<file path="src/rtl/eth_pkg.sv">
// Shared Ethernet definitions: header byte offsets, receive FSM states and header payload.
package eth_pkg;

    localparam int unsigned SRC_OFF  = 6;
    localparam int unsigned TYPE_OFF = 12;
    localparam int unsigned PAY_OFF  = 14;

    typedef enum logic [2:0] {
        ST_IDLE,
        ST_DST,
        ST_SRC,
        ST_TYPE,
        ST_PAY,
        ST_DROP
    } rx_state_e;

    typedef struct packed {
        logic [47:0] dest;
        logic [47:0] src;
        logic [15:0] etype;
    } eth_hdr_t;

endpackage

</file>
<file path="src/rtl/sat_counter.sv">
// Statistics counter that sticks at all-ones instead of wrapping.
module sat_counter #(
    parameter int unsigned CNT_W = 16
) (
    input  logic             clk,
    input  logic             clear,
    input  logic             inc,
    output logic [CNT_W-1:0] count
);

    logic [CNT_W-1:0] cnt_q;

    always_ff @(posedge clk) begin
        if (clear) begin
            cnt_q <= '0;
        end else if (inc && (cnt_q != '1)) begin
            cnt_q <= cnt_q + CNT_W'(1);
        end
    end

    assign count = cnt_q;

endmodule

</file>
<file path="src/rtl/eth_rx_parser.sv">
// Byte-serial Ethernet receive parser: extracts DA/SA/EtherType, forwards payload with
// one cycle of latency, discards runts/oversize/aborted frames and counts outcomes.
module eth_rx_parser
    import eth_pkg::*;
#(
    parameter int unsigned MAX_PAYLOAD = 1500,
    parameter int unsigned CNT_W       = 16
) (
    input  logic             clk,
    input  logic             reset,
    input  logic [7:0]       rx_data,
    input  logic             rx_valid,
    input  logic             rx_sof,
    input  logic             rx_eof,
    output logic [47:0]      dest_mac,
    output logic [47:0]      src_mac,
    output logic [15:0]      ethertype,
    output logic             hdr_valid,
    output logic [7:0]       payload,
    output logic             tx_valid,
    output logic             tx_last,
    output logic             frame_err,
    output logic [CNT_W-1:0] good_cnt,
    output logic [CNT_W-1:0] err_cnt
);

    // Shared header-index / payload-length counter; must reach MAX_PAYLOAD+1.
    localparam int unsigned PCNT_W = $clog2(MAX_PAYLOAD + 2);
    localparam int unsigned BCNT_W = (PCNT_W > 4) ? PCNT_W : 4;

    rx_state_e         state_q;
    logic [BCNT_W-1:0] cnt_q;
    logic [47:0]       sh_dest_q;
    logic [47:0]       sh_src_q;
    logic [7:0]        sh_type_hi_q;
    eth_hdr_t          hdr_q;
    logic              hdr_valid_q;
    logic [7:0]        payload_q;
    logic              tx_valid_q;
    logic              tx_last_q;
    logic              frame_err_q;
    logic              good_q;

    always_ff @(posedge clk) begin
        if (reset) begin
            state_q      <= ST_IDLE;
            cnt_q        <= '0;
            sh_dest_q    <= '0;
            sh_src_q     <= '0;
            sh_type_hi_q <= '0;
            hdr_q        <= '0;
            hdr_valid_q  <= 1'b0;
            payload_q    <= '0;
            tx_valid_q   <= 1'b0;
            tx_last_q    <= 1'b0;
            frame_err_q  <= 1'b0;
            good_q       <= 1'b0;
        end else begin
            hdr_valid_q <= 1'b0;
            tx_valid_q  <= 1'b0;
            tx_last_q   <= 1'b0;
            frame_err_q <= 1'b0;
            good_q      <= 1'b0;
            if (rx_valid) begin
                if (rx_sof) begin
                    // A new frame always wins; abandoning a live frame is an error.
                    if ((state_q != ST_IDLE) && (state_q != ST_DROP)) begin
                        frame_err_q <= 1'b1;
                    end
                    sh_dest_q <= {sh_dest_q[39:0], rx_data};
                    cnt_q     <= BCNT_W'(1);
                    if (rx_eof) begin
                        frame_err_q <= 1'b1;
                        state_q     <= ST_IDLE;
                    end else begin
                        state_q <= ST_DST;
                    end
                end else begin
                    case (state_q)
                        ST_IDLE: ;
                        ST_DST: begin
                            sh_dest_q <= {sh_dest_q[39:0], rx_data};
                            cnt_q     <= cnt_q + BCNT_W'(1);
                            if (rx_eof) begin
                                frame_err_q <= 1'b1;
                                state_q     <= ST_IDLE;
                            end else if (cnt_q == BCNT_W'(SRC_OFF - 1)) begin
                                state_q <= ST_SRC;
                            end
                        end
                        ST_SRC: begin
                            sh_src_q <= {sh_src_q[39:0], rx_data};
                            cnt_q    <= cnt_q + BCNT_W'(1);
                            if (rx_eof) begin
                                frame_err_q <= 1'b1;
                                state_q     <= ST_IDLE;
                            end else if (cnt_q == BCNT_W'(TYPE_OFF - 1)) begin
                                state_q <= ST_TYPE;
                            end
                        end
                        ST_TYPE: begin
                            if (cnt_q == BCNT_W'(PAY_OFF - 2)) begin
                                sh_type_hi_q <= rx_data;
                                cnt_q        <= cnt_q + BCNT_W'(1);
                                if (rx_eof) begin
                                    frame_err_q <= 1'b1;
                                    state_q     <= ST_IDLE;
                                end
                            end else begin
                                // Last header byte: publish all fields together.
                                hdr_q       <= '{dest: sh_dest_q, src: sh_src_q,
                                                 etype: {sh_type_hi_q, rx_data}};
                                hdr_valid_q <= 1'b1;
                                cnt_q       <= '0;
                                if (rx_eof) begin
                                    good_q  <= 1'b1;
                                    state_q <= ST_IDLE;
                                end else begin
                                    state_q <= ST_PAY;
                                end
                            end
                        end
                        ST_PAY: begin
                            if (cnt_q == BCNT_W'(MAX_PAYLOAD)) begin
                                frame_err_q <= 1'b1;
                                state_q     <= rx_eof ? ST_IDLE : ST_DROP;
                            end else begin
                                payload_q  <= rx_data;
                                tx_valid_q <= 1'b1;
                                tx_last_q  <= rx_eof;
                                cnt_q      <= cnt_q + BCNT_W'(1);
                                if (rx_eof) begin
                                    good_q  <= 1'b1;
                                    state_q <= ST_IDLE;
                                end
                            end
                        end
                        ST_DROP: begin
                            if (rx_eof) begin
                                state_q <= ST_IDLE;
                            end
                        end
                        default: state_q <= ST_IDLE;
                    endcase
                end
            end
        end
    end

    sat_counter #(.CNT_W(CNT_W)) u_good_cnt (
        .clk   (clk),
        .clear (reset),
        .inc   (good_q),
        .count (good_cnt)
    );

    sat_counter #(.CNT_W(CNT_W)) u_err_cnt (
        .clk   (clk),
        .clear (reset),
        .inc   (frame_err_q),
        .count (err_cnt)
    );

    assign dest_mac  = hdr_q.dest;
    assign src_mac   = hdr_q.src;
    assign ethertype = hdr_q.etype;
    assign hdr_valid = hdr_valid_q;
    assign payload   = payload_q;
    assign tx_valid  = tx_valid_q;
    assign tx_last   = tx_last_q;
    assign frame_err = frame_err_q;

endmodule

</file>
<file path="config.mk">
export PLATFORM = sky130hd
export DESIGN_NAME = eth_rx_parser
export DESIGN_NICKNAME = d
export VERILOG_FILES = /design/src/rtl/eth_pkg.sv /design/src/rtl/sat_counter.sv /design/src/rtl/eth_rx_parser.sv
export SDC_FILE = /design/constraint.sdc
export NUM_CORES = 1
export LEC_CHECK = 0
export ABC_CLOCK_PERIOD_IN_PS = 3100
export BUFFER_PORTS_ARGS = -buffer_cell sky130_fd_sc_hd__buf_2
export CAP_MARGIN = 20
export CORE_ASPECT_RATIO = 0.7
export CORE_MARGIN = 4
export CORE_UTILIZATION = 30
export CTS_CLUSTER_SIZE = 28
export DETAILED_ROUTE_END_ITERATION = 7
export PLACE_DENSITY = 0.46
export SLEW_MARGIN = 0
export SYNTH_ARGS = -nofsm -noshare
export SYNTH_HDL_FRONTEND = slang
export SYNTH_SLANG_ARGS = --single-unit
</file>
<file path="constraint.sdc">
create_clock -name clk -period 3.1 [get_ports clk]
set_input_delay 0.31 -clock clk [delete_from_list [all_inputs] [get_ports clk]]
set_output_delay 0.31 -clock clk [all_outputs]
set_load 0.02 [all_outputs]
</file>
==> out/summary.txt <==
vias per cell -> 4.70
die height -> 164 um
GR Overflow Total -> 0
DP HPWL -> 19500 um
Synth area leaders -> dfxtp_1 53%, nand2_1 15%, a21oi_1 11%
critical path endpoint category -> flip-flop
P_leak -> 4.62 nW
IO Port Bufs -> 168
multi-input combinational cell area -> 4570 um^2
Worst Hold Slack -> 0.0815 ns
Final setup viols -> 0
number of library cell types mapped by synthesis -> 64
CTS sink cnt -> 275
DRC -> 0
IO Pins -> 169
Syn Area/Cell -> 8.18 um^2
crit start category -> flip-flop
number of max-cap violations -> 0
Post-synth EDFFs -> 0
Largest stage delay, worst path -> 0.41 ns
pin count of the biggest net entering global routing -> 137
RSZ-0062 raised after global routing -> false
clk buf depth -> 3
Yosys top cell area share -> 52.6%
drt pass-1 iters -> 5
Syn Inst Count -> 1279
Async SR Flop Fraction -> 0%
Worst Clk Skew -> 0.0174 ns
fillers -> 3679
Crit Path Max Fanout -> 36
setup_tns -> 0 ns
Design Area, Final -> 12600 um^2
Worst-Skew Late Latency -> 0.55 ns
period utilisation layout -> 77.0%
maximum vdd drop -> 0.324 mV
H-Tree Level Count -> 1
antenna cells -> 0
NumNets Final -> 1424
most frequent cells in the layout -> 430 x nand2_1, 275 x dfxtp_1, 223 x a21oi_1
slew of the pin with the lowest slew margin -> 0.939 ns
met3 track demand over resource -> 3.71%
power per standard cell area -> 572 nW/um^2
initial antenna violation count -> 0
top_reg_cell synth -> dfxtp_1
post-synthesis register bit count -> 275
Placed Area -> 11700 um^2
Mapped Area -> 10500 um^2
CTS tree -> yes
cell taking the most area after synthesis -> dfxtp_1
met2 usage -> 23.5%
Antenna Nets Post-Route -> 0
CTS Buf Count -> 28
Post CTS Setup Buffer Count -> 0
Reg clk slew, reported paths -> 0.06 ns
share of the core filled with cells -> 37.2%
status -> complete, no violations
core area -> 33900 um^2
Fin. Hold Viols -> 0
# rows -> 56
Final Max Tran Viols -> 0
gr busiest metal -> met2
share of cells above drive strength 1 -> 17.2%
Starting Density -> 30.8%
GP Congestion -> 0.814
Iter 0 DRT Violations -> 482
Seq/Total Area, Yosys -> 52.6%
Area Overhead vs Synth -> 20.8%
Ys Warns -> 0
total track usage -> 15.2%
die area -> 38000 um^2
Root Driver -> clkbuf_16
Synthesized Nets -> 1297
worst hold path class -> in -> reg
met1 GRT Util -> 21.8%
critical path cell sequence -> inv_1 > ha_1 > and3_1 > a31oi_1 > nand2b_4 > buf_4 > nand2_1 > a21oi_1
first-pass GRT wire length -> 47000 um
critical path type -> reg -> reg
Wirelength per Cell -> 15.8 um
Sequential Area -> 5510 um^2
Final min period -> 2.39 ns
vias in the first global route -> 8346
commonest non-fill, non-tap cell in the layout -> nand2_1
via count -> 8870
Achievable Freq -> 0.419 GHz
Resized Gates After CTS -> 0
Die W -> 231 um
worst endpoint data arrival time -> 2.78 ns
slowest CP cell -> a31oi_1
final wirelength -> 29800 um
Slew headroom -> 37.4%
cts hold-fix bufs -> 0
Worst Path Required -> 3.49 ns
==> worst max-delay path, delay by kind of cell (launching register included) <==
kind	cells	cell delay (ns)
buf+inv	2	0.44
simple gates	3	0.77
compound gates	2	0.47
fa+ha+maj	1	0.19
flops	1	0.35
==> flip-flops by register name, summed over array words and instances (netlist names) <==
register and cells:
cnt_q 11, dest_mac 48, ethertype 16, frame_err 1, good_q 1, hdr_valid 1
payload 8, sh_dest_q 48, sh_src_q 48, sh_type_hi_q 8, src_mac 48, state_q 3
tx_last 1, tx_valid 1, u_err_cnt.count 16, u_good_cnt.count 16
==> layout make-up <==
| class | instances | area share [%] |
|---|---|---|
| clock inverter | 6 | 1.03 |
| timing repair buffer | 181 | 7.99 |
| multi-input combinational | 913 | 36.2 |
| inverter | 7 | 0.208 |
| sequential | 275 | 43.6 |
| clock buffer | 40 | 6.39 |
| tap | 464 | 4.60 |
==> per-stage QoR <==
stage / total power, mW / cells / setup slack, ns
floorplan: 3.74 / 1279 / 1.20
global placement: 3.82 / 1840 / 0.558
detailed placement: 3.82 / 1840 / 0.543
CTS: 7.36 / 1886 / 0.695
global route: 7.52 / 1886 / 0.525
finish: 7.23 / 1886 / 0.714
==> Yosys cell counts, drive strengths merged (2+ instances only) <==
cell type,instances
nand3b,4
or3b,2
dfxtp,275
nor3b,3
buf,42
inv,7
xor2,14
ha,5
nand2,430
xnor2,12
o31ai,5
clkbuf,42
o21a,2
nand4,13
or3,5
nor3,16
and4,4
nor4,2
nand3,15
a21oi,223
nor4b,3
o211ai,5
or4,4
nor2,66
nand2b,7
and3,8
a211oi,10
o21ai,11
a31oi,3
mux2i,21
==> metal layers <==
metal | wire length (um) | share of wire (%)
met1 | 14700 | 49
met2 | 13000 | 44
met3 | 1640 | 5.5
met4 | 434 | 1.5
met5 | 0 | 0
==> path summary, 6_finish.rpt <==
check	slack, ns	cells past startpoint	start	to
worst max register to register	0.71	8	cnt_q[0]	src_mac[13]
worst max-delay path	0.71	8	cnt_q[0]	src_mac[13]
worst min-delay path	0.08	3	rx_data[6]	sh_src_q[6]
worst min register to register	0.45	2	sh_type_hi_q[5]	ethertype[13]
==> logic make-up after synthesis <==
logic type / share of synthesized area (%)
multiplexers: 2.01
AO/OA/AOI/OAI: 14.7
adder cells (fa/ha/maj): 0.598
XOR/XNOR: 2.18
buffers and inverters: 3.94
AND/OR/NAND/NOR: 23.9
flip-flops: 52.6
==> where the power goes <==
group / internal [mW] / total (mW) / switching [mW] / leakage [nW]
logic: 0.0407 / 0.178 / 0.137 / 1.94
clock network: 2.12 / 3.50 / 1.38 / 0.459
registers: 3.54 / 3.56 / 0.0115 / 2.22
No activity file was read; power rests on OpenSTA's default activity.
